### src/rtl/mac_pkg.sv
// Shared definitions for the multiply-add result path.
// - MAC_DATA_W  : sample width produced by the 8-bit multiply-add stage.
// - out_state_t : occupancy of the one-deep block-result output register.
// - max_u       : unsigned maximum of two values up to 32 bits wide.
package mac_pkg;

  localparam int unsigned MAC_DATA_W = 8;

  typedef enum logic {
    OUT_EMPTY,
    OUT_FULL
  } out_state_t;

  function automatic logic [31:0] max_u(input logic [31:0] a, input logic [31:0] b);
    return (a > b) ? a : b;
  endfunction

endpackage

### src/rtl/mac_block_accumulator.sv
// Block accumulator behind the multiply-add stage: sums blocks of N_SAMPLES
// unsigned samples, tracks the block maximum and presents both through a
// one-deep valid/ready output register. The next block keeps accumulating
// while a finished block waits; only its completing sample is stalled.
//
// Ports:
//   clk, rst_n         clock, asynchronous active-low reset
//   clr                synchronous clear of the block in progress
//   in_valid/in_ready  sample handshake, in_data is the sample
//   out_valid/out_ready result handshake, out_sum/out_max are the result
module mac_block_accumulator
  import mac_pkg::*;
#(
  parameter int unsigned DATA_W    = MAC_DATA_W,
  parameter int unsigned N_SAMPLES = 4
) (
  input  logic                                  clk,
  input  logic                                  rst_n,
  input  logic                                  clr,
  input  logic                                  in_valid,
  input  logic [DATA_W-1:0]                     in_data,
  output logic                                  in_ready,
  output logic                                  out_valid,
  output logic [DATA_W+$clog2(N_SAMPLES)-1:0]   out_sum,
  output logic [DATA_W-1:0]                     out_max,
  input  logic                                  out_ready
);

  // Widest sum is N_SAMPLES * (2^DATA_W - 1), which always fits here.
  localparam int unsigned SUM_W = DATA_W + $clog2(N_SAMPLES);
  localparam int unsigned CNT_W = $clog2(N_SAMPLES);
  localparam logic [CNT_W-1:0] LAST_CNT = CNT_W'(N_SAMPLES - 1);

  out_state_t        state_q, state_d;
  logic [SUM_W-1:0]  acc_q, acc_d;
  logic [CNT_W-1:0]  cnt_q, cnt_d;
  logic [DATA_W-1:0] cur_max_q, cur_max_d;
  logic [SUM_W-1:0]  out_sum_q, out_sum_d;
  logic [DATA_W-1:0] out_max_q, out_max_d;

  logic              last;
  logic              stall;
  logic              accept;
  logic [SUM_W-1:0]  new_sum;
  logic [DATA_W-1:0] new_max;

  always_comb begin
    last  = (cnt_q == LAST_CNT);
    // Only the completing sample must wait for the output register to drain.
    stall = (state_q == OUT_FULL) && !out_ready && last;
    in_ready = !clr && !stall;
    accept   = in_valid && in_ready;

    new_sum = acc_q + SUM_W'(in_data);
    new_max = DATA_W'(max_u(32'(cur_max_q), 32'(in_data)));

    state_d   = state_q;
    acc_d     = acc_q;
    cnt_d     = cnt_q;
    cur_max_d = cur_max_q;
    out_sum_d = out_sum_q;
    out_max_d = out_max_q;

    // A consumed result empties the register unless a new block lands now.
    if (state_q == OUT_FULL && out_ready) begin
      state_d = OUT_EMPTY;
    end

    if (clr) begin
      acc_d     = '0;
      cnt_d     = '0;
      cur_max_d = '0;
    end else if (accept) begin
      if (last) begin
        out_sum_d = new_sum;
        out_max_d = new_max;
        state_d   = OUT_FULL;
        acc_d     = '0;
        cnt_d     = '0;
        cur_max_d = '0;
      end else begin
        acc_d     = new_sum;
        cnt_d     = cnt_q + CNT_W'(1);
        cur_max_d = new_max;
      end
    end
  end

  always_ff @(posedge clk or negedge rst_n) begin
    if (!rst_n) begin
      state_q   <= OUT_EMPTY;
      acc_q     <= '0;
      cnt_q     <= '0;
      cur_max_q <= '0;
      out_sum_q <= '0;
      out_max_q <= '0;
    end else begin
      state_q   <= state_d;
      acc_q     <= acc_d;
      cnt_q     <= cnt_d;
      cur_max_q <= cur_max_d;
      out_sum_q <= out_sum_d;
      out_max_q <= out_max_d;
    end
  end

  assign out_valid = (state_q == OUT_FULL);
  assign out_sum   = out_sum_q;
  assign out_max   = out_max_q;

endmodule

### config.mk
export PLATFORM = sky130hd
export DESIGN_NAME = mac_block_accumulator
export DESIGN_NICKNAME = d
export VERILOG_FILES = /design/src/rtl/mac_pkg.sv /design/src/rtl/mac_block_accumulator.sv
export SDC_FILE = /design/constraint.sdc
export NUM_CORES = 1
export LEC_CHECK = 0
export CORE_AREA = 10 10 87 89
export CTS_CLUSTER_SIZE = 10
export DETAILED_ROUTE_END_ITERATION = 10
export DIE_AREA = 0 0 97 99
export GPL_TIMING_DRIVEN = 1
export PLACE_DENSITY = 0.67
export SETUP_SLACK_MARGIN = 0.4
export SLEW_MARGIN = 30
export SYNTH_ARGS = -nofsm -noshare
export SYNTH_HDL_FRONTEND = slang
export SYNTH_SLANG_ARGS = --single-unit
### constraint.sdc
create_clock -name clk -period 5.35 [get_ports clk]
set_input_delay 1.3375 -clock clk [delete_from_list [all_inputs] [get_ports clk]]
set_output_delay 1.3375 -clock clk [all_outputs]
set_load 0.02 [all_outputs]
==> results.ini, run 1 <==
[outcome]
outcome = finished clean

[worst_setup_path]
critical_path.slowest_cell = clkdlybuf4s50_1
rr_worst_depth = 6
crit_required_ns = 4.01
crit_family = buffers and inverters
crit_type = primary input to output port
worst-path-stages = 3
slowest_delay_ns = 0.62
path_cells = clkdlybuf4s50_1, a21oi_1, clkdlybuf4s50_1
critPathBufInv = 2
startpoint_type = primary input
critPathMaxFanout = 8
arrival_ns = 2.66
critical_path.most_common_cell = clkdlybuf4s50_1
worstSetupEndpointType = output port

[finish]
final_cell_mix = nand2_1, dfrtp_1, clkdlybuf4s50_1, ha_1, inv_1
synthToLayoutAreaGrowth_pct = 21.8
nets = 289
seqCellArea_um2 = 976
n_antenna_cell = 0
stdcell_count = 334
multi_input_area_um2 = 1200
layout_commonest_cell = nand2_1
drive_above_1_share_pct = 10.0
nFillCells = 573

[grt]
antenna_found_initial = 0
grt_pass1_wl_mm = 9.42
grt_usage_pct = 11.6
grt_pass1_vias = 1912
grt_overflow = 0
grt_start_max_net_pins = 40

[place]
hpwl_mm = 3.91
dp.cells = 326
portBuffers = 32
routabilityCongestion = 0.798

[clock_tree]
clock_latency_ns = 0.29
cts_tree = yes
holdBufCountCts = 0
cts_root_buffer = clkbuf_8
cts_buffers = 5
cts-htree-levels = 2
clkSlewWorstSetupHoldPaths_ns = 0.08
cts_num_sinks = 39
cts_setup_buffers = 0
cts_buffer_depth = 2
cts_repair_resize_count = 0

[sta]
fin_crit_sh_pct = 74.7
rsz0062_at_grt = false
tightest_slew_ns = 0.773
final_max_slew_viol_count = 0
clock_skew_ns = 0.00912
fin_setup_tns_ns = 0
fmax_mhz = 250
finalSetupViolCount = 0
finalCriticalPeriod_ns = 4.00
max_slew_margin_pct = 48.5
final_hold_viol_count = 0

[synth]
synth_nets = 256
ys_types = 51
netlist_area_um2 = 2280
ys.flop_type = dfrtp_1
synth-edff-count = 0
ys_ff_latch = 39
synthArstFlopShare_pct = 100
synth_warnings = 0
seq_area_frac_synth_pct = 42.9
syn_inst = 225
synth.avg_cell_area_um2 = 10.1

[pwr]
power.density_nw_per_um2 = 305
vdd_drop_max_mv = 0.128
leakage_nw = 1.24

[die]
die_x_um = 97
fp.dieH_um = 99
initial_core_util_pct = 38.9
std_cell_rows = 28
dieArea_um2 = 9600
core-area_um2 = 5850
ioPinCount = 33

[min_path]
hold_class = flip-flop to flip-flop
holdPathStages = 2

[routing]
wl_per_cell_um = 16.3
firstDrtPassIters = 6
drt_iter0_markers = 72
vias_per_cell = 5.49
totalWireLength_mm = 5.43
vias = 1834
route.detailed.drc = 0
ant_nets = 0

[flow_run]
drv_cap = 0

==> routing by layer <==
layer,routed length (um),global-route usage [%],vias to the layer above,part of all wire (%)
li1,-,-,905,-
met1,2560,14.2,879,47
met2,2500,19.3,42,46
met3,286,3.42,8,5.3
met4,80,3.29,0,1.5
met5,0,0,-,0
==> cells by family after synthesis <==
kind of cell,count (synthesis),share of synthesized area [%]
compound gates,72,25.5
simple gates,71,15.4
flops,39,42.9
buf+inv,21,4.34
fa+ha+maj,18,10.2
xor+xnor,3,1.15
mux,1,0.494
==> layout make-up <==
| cell class | instances | share of cell area [%] |
|---|---|---|
| Clock buffer | 6 | 2.98 |
| Clock inverter | 2 | 1.26 |
| Inverter | 13 | 1.76 |
| Multi-Input combinational cell | 165 | 43.4 |
| Sequential cell | 39 | 35.2 |
| Tap cell | 75 | 3.38 |
| Timing Repair Buffer | 34 | 12.0 |
==> per-stage QoR <==
stage                     cell area [um2]  hold WS (ns)  setup WS [ns]  power [mW]  util [%]
after floorplan                      2280         0.453           2.27       0.499         -
after global placement               2650         0.464           1.35       0.587      45.3
after detailed placement             2650         0.466           1.36       0.594      45.3
after CTS                            2770         0.487           1.35       0.858      47.3
after global routing                 2770         0.505           1.23       0.900      47.4
final                                2770         0.484           1.35       0.847      47.4
==> synth_stat cells (3+ instances only) <==
cell type	count	share of area [%]
o2111ai_1	9	3.5
nor3_1	3	0.66
nand2_1	41	6.8
clkbuf_1	5	0.82
and4_1	3	1.2
a22o_1	5	1.9
ha_1	17	9.3
a21oi_1	11	2.4
nor2_1	5	0.82
o21ai_0	5	1.1
a32o_1	6	2.6
inv_1	13	2.1
o31ai_1	6	2.0
nor2b_1	3	0.82
a21o_1	4	1.3
o211ai_1	8	2.6
dfrtp_1	39	43
nand2b_1	3	0.82
==> power breakdown <==
| group | total [mW] | switching, mW | leakage (nW) | internal (mW) |
|---|---|---|---|---|
| sequential | 0.352 | 0.0210 | 0.526 | 0.331 |
| clock | 0.261 | 0.110 | 0.0612 | 0.151 |
| combinational | 0.233 | 0.128 | 0.652 | 0.105 |
| total | 0.847 | 0.260 | 1.24 | 0.587 |
==> tightest hold or removal path: cells and delay by family (launching register included) <==
family	cells	cell delay [ns]
and+or+nand+nor	2	0.10
DFF	1	0.35
==> final timing paths <==
| check | start | to | slack [ns] |
|---|---|---|---|
| setup / recovery | clr | in_ready | 1.35 |
| hold / removal | out_sum[3]$_DFFE_PN0P_ | out_sum[3]$_DFFE_PN0P_ | 0.48 |
| setup reg to reg | cur_max_q[3]$_DFFE_PN0P_ | cur_max_q[7]$_DFFE_PN0P_ | 3.29 |
| hold reg to reg | out_sum[3]$_DFFE_PN0P_ | out_sum[3]$_DFFE_PN0P_ | 0.48 |
| max in group asynchronous | rst_n | out_sum[8]$_DFFE_PN0P_ | 3.98 |
| min in group asynchronous | rst_n | out_max[4]$_DFFE_PN0P_ | 1.01 |
==> sequential cells by signal, summed over array words and instances, names as in the netlist <==
name / count
out_valid: 1
acc_q: 10
out_sum: 10
cnt_q: 2
cur_max_q: 8
out_max: 8
Power figures use the tool's default switching activity.
==> run 2: changes to the inputs <==
==> constraint.sdc (replaced) <==
create_clock -name clk -period 4.2 [get_ports clk]
set_input_delay 1.05 -clock clk [delete_from_list [all_inputs] [get_ports clk]]
set_output_delay 1.05 -clock clk [all_outputs]
set_load 0.02 [all_outputs]
==> run 2 against run 1 <==
First-iteration DRC count shrank 6.9%. Sequential share of layout area shrank 0.30 points. Critical path depth is the same. Setup slack lost 0.58 ns. Cell count grew 0.30%. Worst hold slack lost 0.0056 ns. Clock power grew 48%. Critical path type unchanged. Count of clock-buffer cells in the layout shrank 1.
==> results.ini, run 2 (synthesis results as in run 1) <==
[finish]
n_antenna_cell = 0
stdcell_count = 335
drive_above_1_share_pct = 10.0
layout_commonest_cell = nand2_1
nFillCells = 545
synthToLayoutAreaGrowth_pct = 22.9
nets = 290
final_cell_mix = nand2_1, dfrtp_1, clkdlybuf4s50_1, ha_1, inv_1

[worst_setup_path]
worstSetupEndpointType = output port
path_cells = clkdlybuf4s50_1, a21oi_1, clkdlybuf4s50_1
slowest_delay_ns = 0.62
arrival_ns = 2.37
critical_path.slowest_cell = clkdlybuf4s50_1
startpoint_type = primary input
crit_type = primary input to output port
critPathMaxFanout = 8
critical_path.most_common_cell = clkdlybuf4s50_1
crit_required_ns = 3.15
rr_worst_depth = 6
critPathBufInv = 2
r2r_slack_ns = 2.17
r2r-end = cur_max_q[6]$_DFFE_PN0P_
crit_family = buffers and inverters
rr_startpoint = cur_max_q[3]$_DFFE_PN0P_

[pwr]
power.density_nw_per_um2 = 404
leakage_nw = 1.25
vdd_drop_max_mv = 0.171

[grt]
grt_start_max_net_pins = 40
grt_pass1_vias = 1966
grt_pass1_wl_mm = 9.51
antenna_found_initial = 0
grt_overflow = 0
grt_usage_pct = 11.8

[die]
std_cell_rows = 28
core-area_um2 = 5850
dieArea_um2 = 9600
die_x_um = 97
ioPinCount = 33
initial_core_util_pct = 38.9
fp.dieH_um = 99

[routing]
wl_per_cell_um = 16.3
ant_nets = 0
vias = 1841
route.detailed.drc = 0
firstDrtPassIters = 4
totalWireLength_mm = 5.47
vias_per_cell = 5.50
drt_iter0_markers = 67

[sta]
fmax_mhz = 292
finalCriticalPeriod_ns = 3.42
final_max_slew_viol_count = 0
final_hold_viol_count = 0
finalSetupViolCount = 0
tightest_slew_ns = 0.821
clock_skew_ns = 0.00491
fin_setup_tns_ns = 0
rsz0062_at_grt = false
max_slew_margin_pct = 45.3
fin_crit_sh_pct = 81.5

[clock_tree]
cts_root_buffer = clkbuf_8
cts_tree = yes
cts_num_sinks = 39
holdBufCountCts = 0
cts_repair_resize_count = 0
cts_buffer_depth = 2
clock_latency_ns = 0.30
cts_buffers = 5
cts-htree-levels = 2
cts_setup_buffers = 0
clkSlewWorstSetupHoldPaths_ns = 0.08

[min_path]
holdPathStages = 2
hold_start = out_sum[4]$_DFFE_PN0P_
hold_end = out_sum[4]$_DFFE_PN0P_
hold_class = flip-flop to flip-flop

[place]
routabilityCongestion = 0.789
hpwl_mm = 3.98
dp.cells = 327
portBuffers = 32

[outcome]
outcome = finished clean

[flow_run]
drv_cap = 0

[run 2: cell count changes in the layout (fill, tap and decap cells not counted), sizes merged]
cell,change
buf,+1
clkinv,-1
clkinvlp,+1
clkbuf,-1
bufinv,+1
[run 2: final cells by class]
class / count / area [um2] / area share (%)
multi-input cells: 165 / 1200 / 43.0
clock buffers: 5 / 68.8 / 2.46
repair buffers: 35 / 340 / 12.2
well taps: 75 / 93.8 / 3.35
clock inverters: 3 / 67.6 / 2.42
flip-flops and latches: 39 / 976 / 34.9
inverters: 13 / 48.8 / 1.74
[run 2: metrics by stage]
stage | power, mW | area (um2) | hold WS [ns] | utilization [%] | setup slack [ns]
2_1_floorplan | 0.636 | 2280 | 0.453 | - | 1.65
3_3_place_gp | 0.748 | 2660 | 0.463 | 45.4 | 0.772
3_5_place_dp | 0.756 | 2660 | 0.462 | 45.4 | 0.771
4_1_cts | 1.14 | 2800 | 0.483 | 47.8 | 0.748
5_1_grt | 1.20 | 2800 | 0.526 | 47.8 | 0.671
6_report | 1.13 | 2800 | 0.479 | 47.8 | 0.775
[run 2: tightest hold or removal path, stage by stage (launching register included)]
cell and delay, ns:
dfrtp_1 0.35, nand2_1 0.05, nand2_1 0.05
[run 2: where the power goes]
group	internal, mW	switching, mW	total, mW
Sequential	0.422	0.0261	0.448
Clock	0.237	0.148	0.385
Combinational	0.134	0.164	0.297
Total	0.792	0.338	1.13
[run 2: metal layers]
metal  up-vias  share of wire [%]  GRT usage (%)
li1        904                  -              -
met1       891                 46           14.3
met2        37                 46           19.2
met3         9                5.6           3.49
met4         0                2.0           4.77
met5         -                  0              0
[run 2: how the worst max path moves through the flow]
stage                    start                      to  slack [ns]  cells after the start
floorplan           in_data[0]  out_sum[8]$_DFFE_PN0P_        1.65                      8
global placement           clr                in_ready        0.77                      3
detailed placement         clr                in_ready        0.77                      3
CTS                        clr                in_ready        0.75                      3
global route               clr                in_ready        0.67                      3
finish                     clr                in_ready        0.78                      3
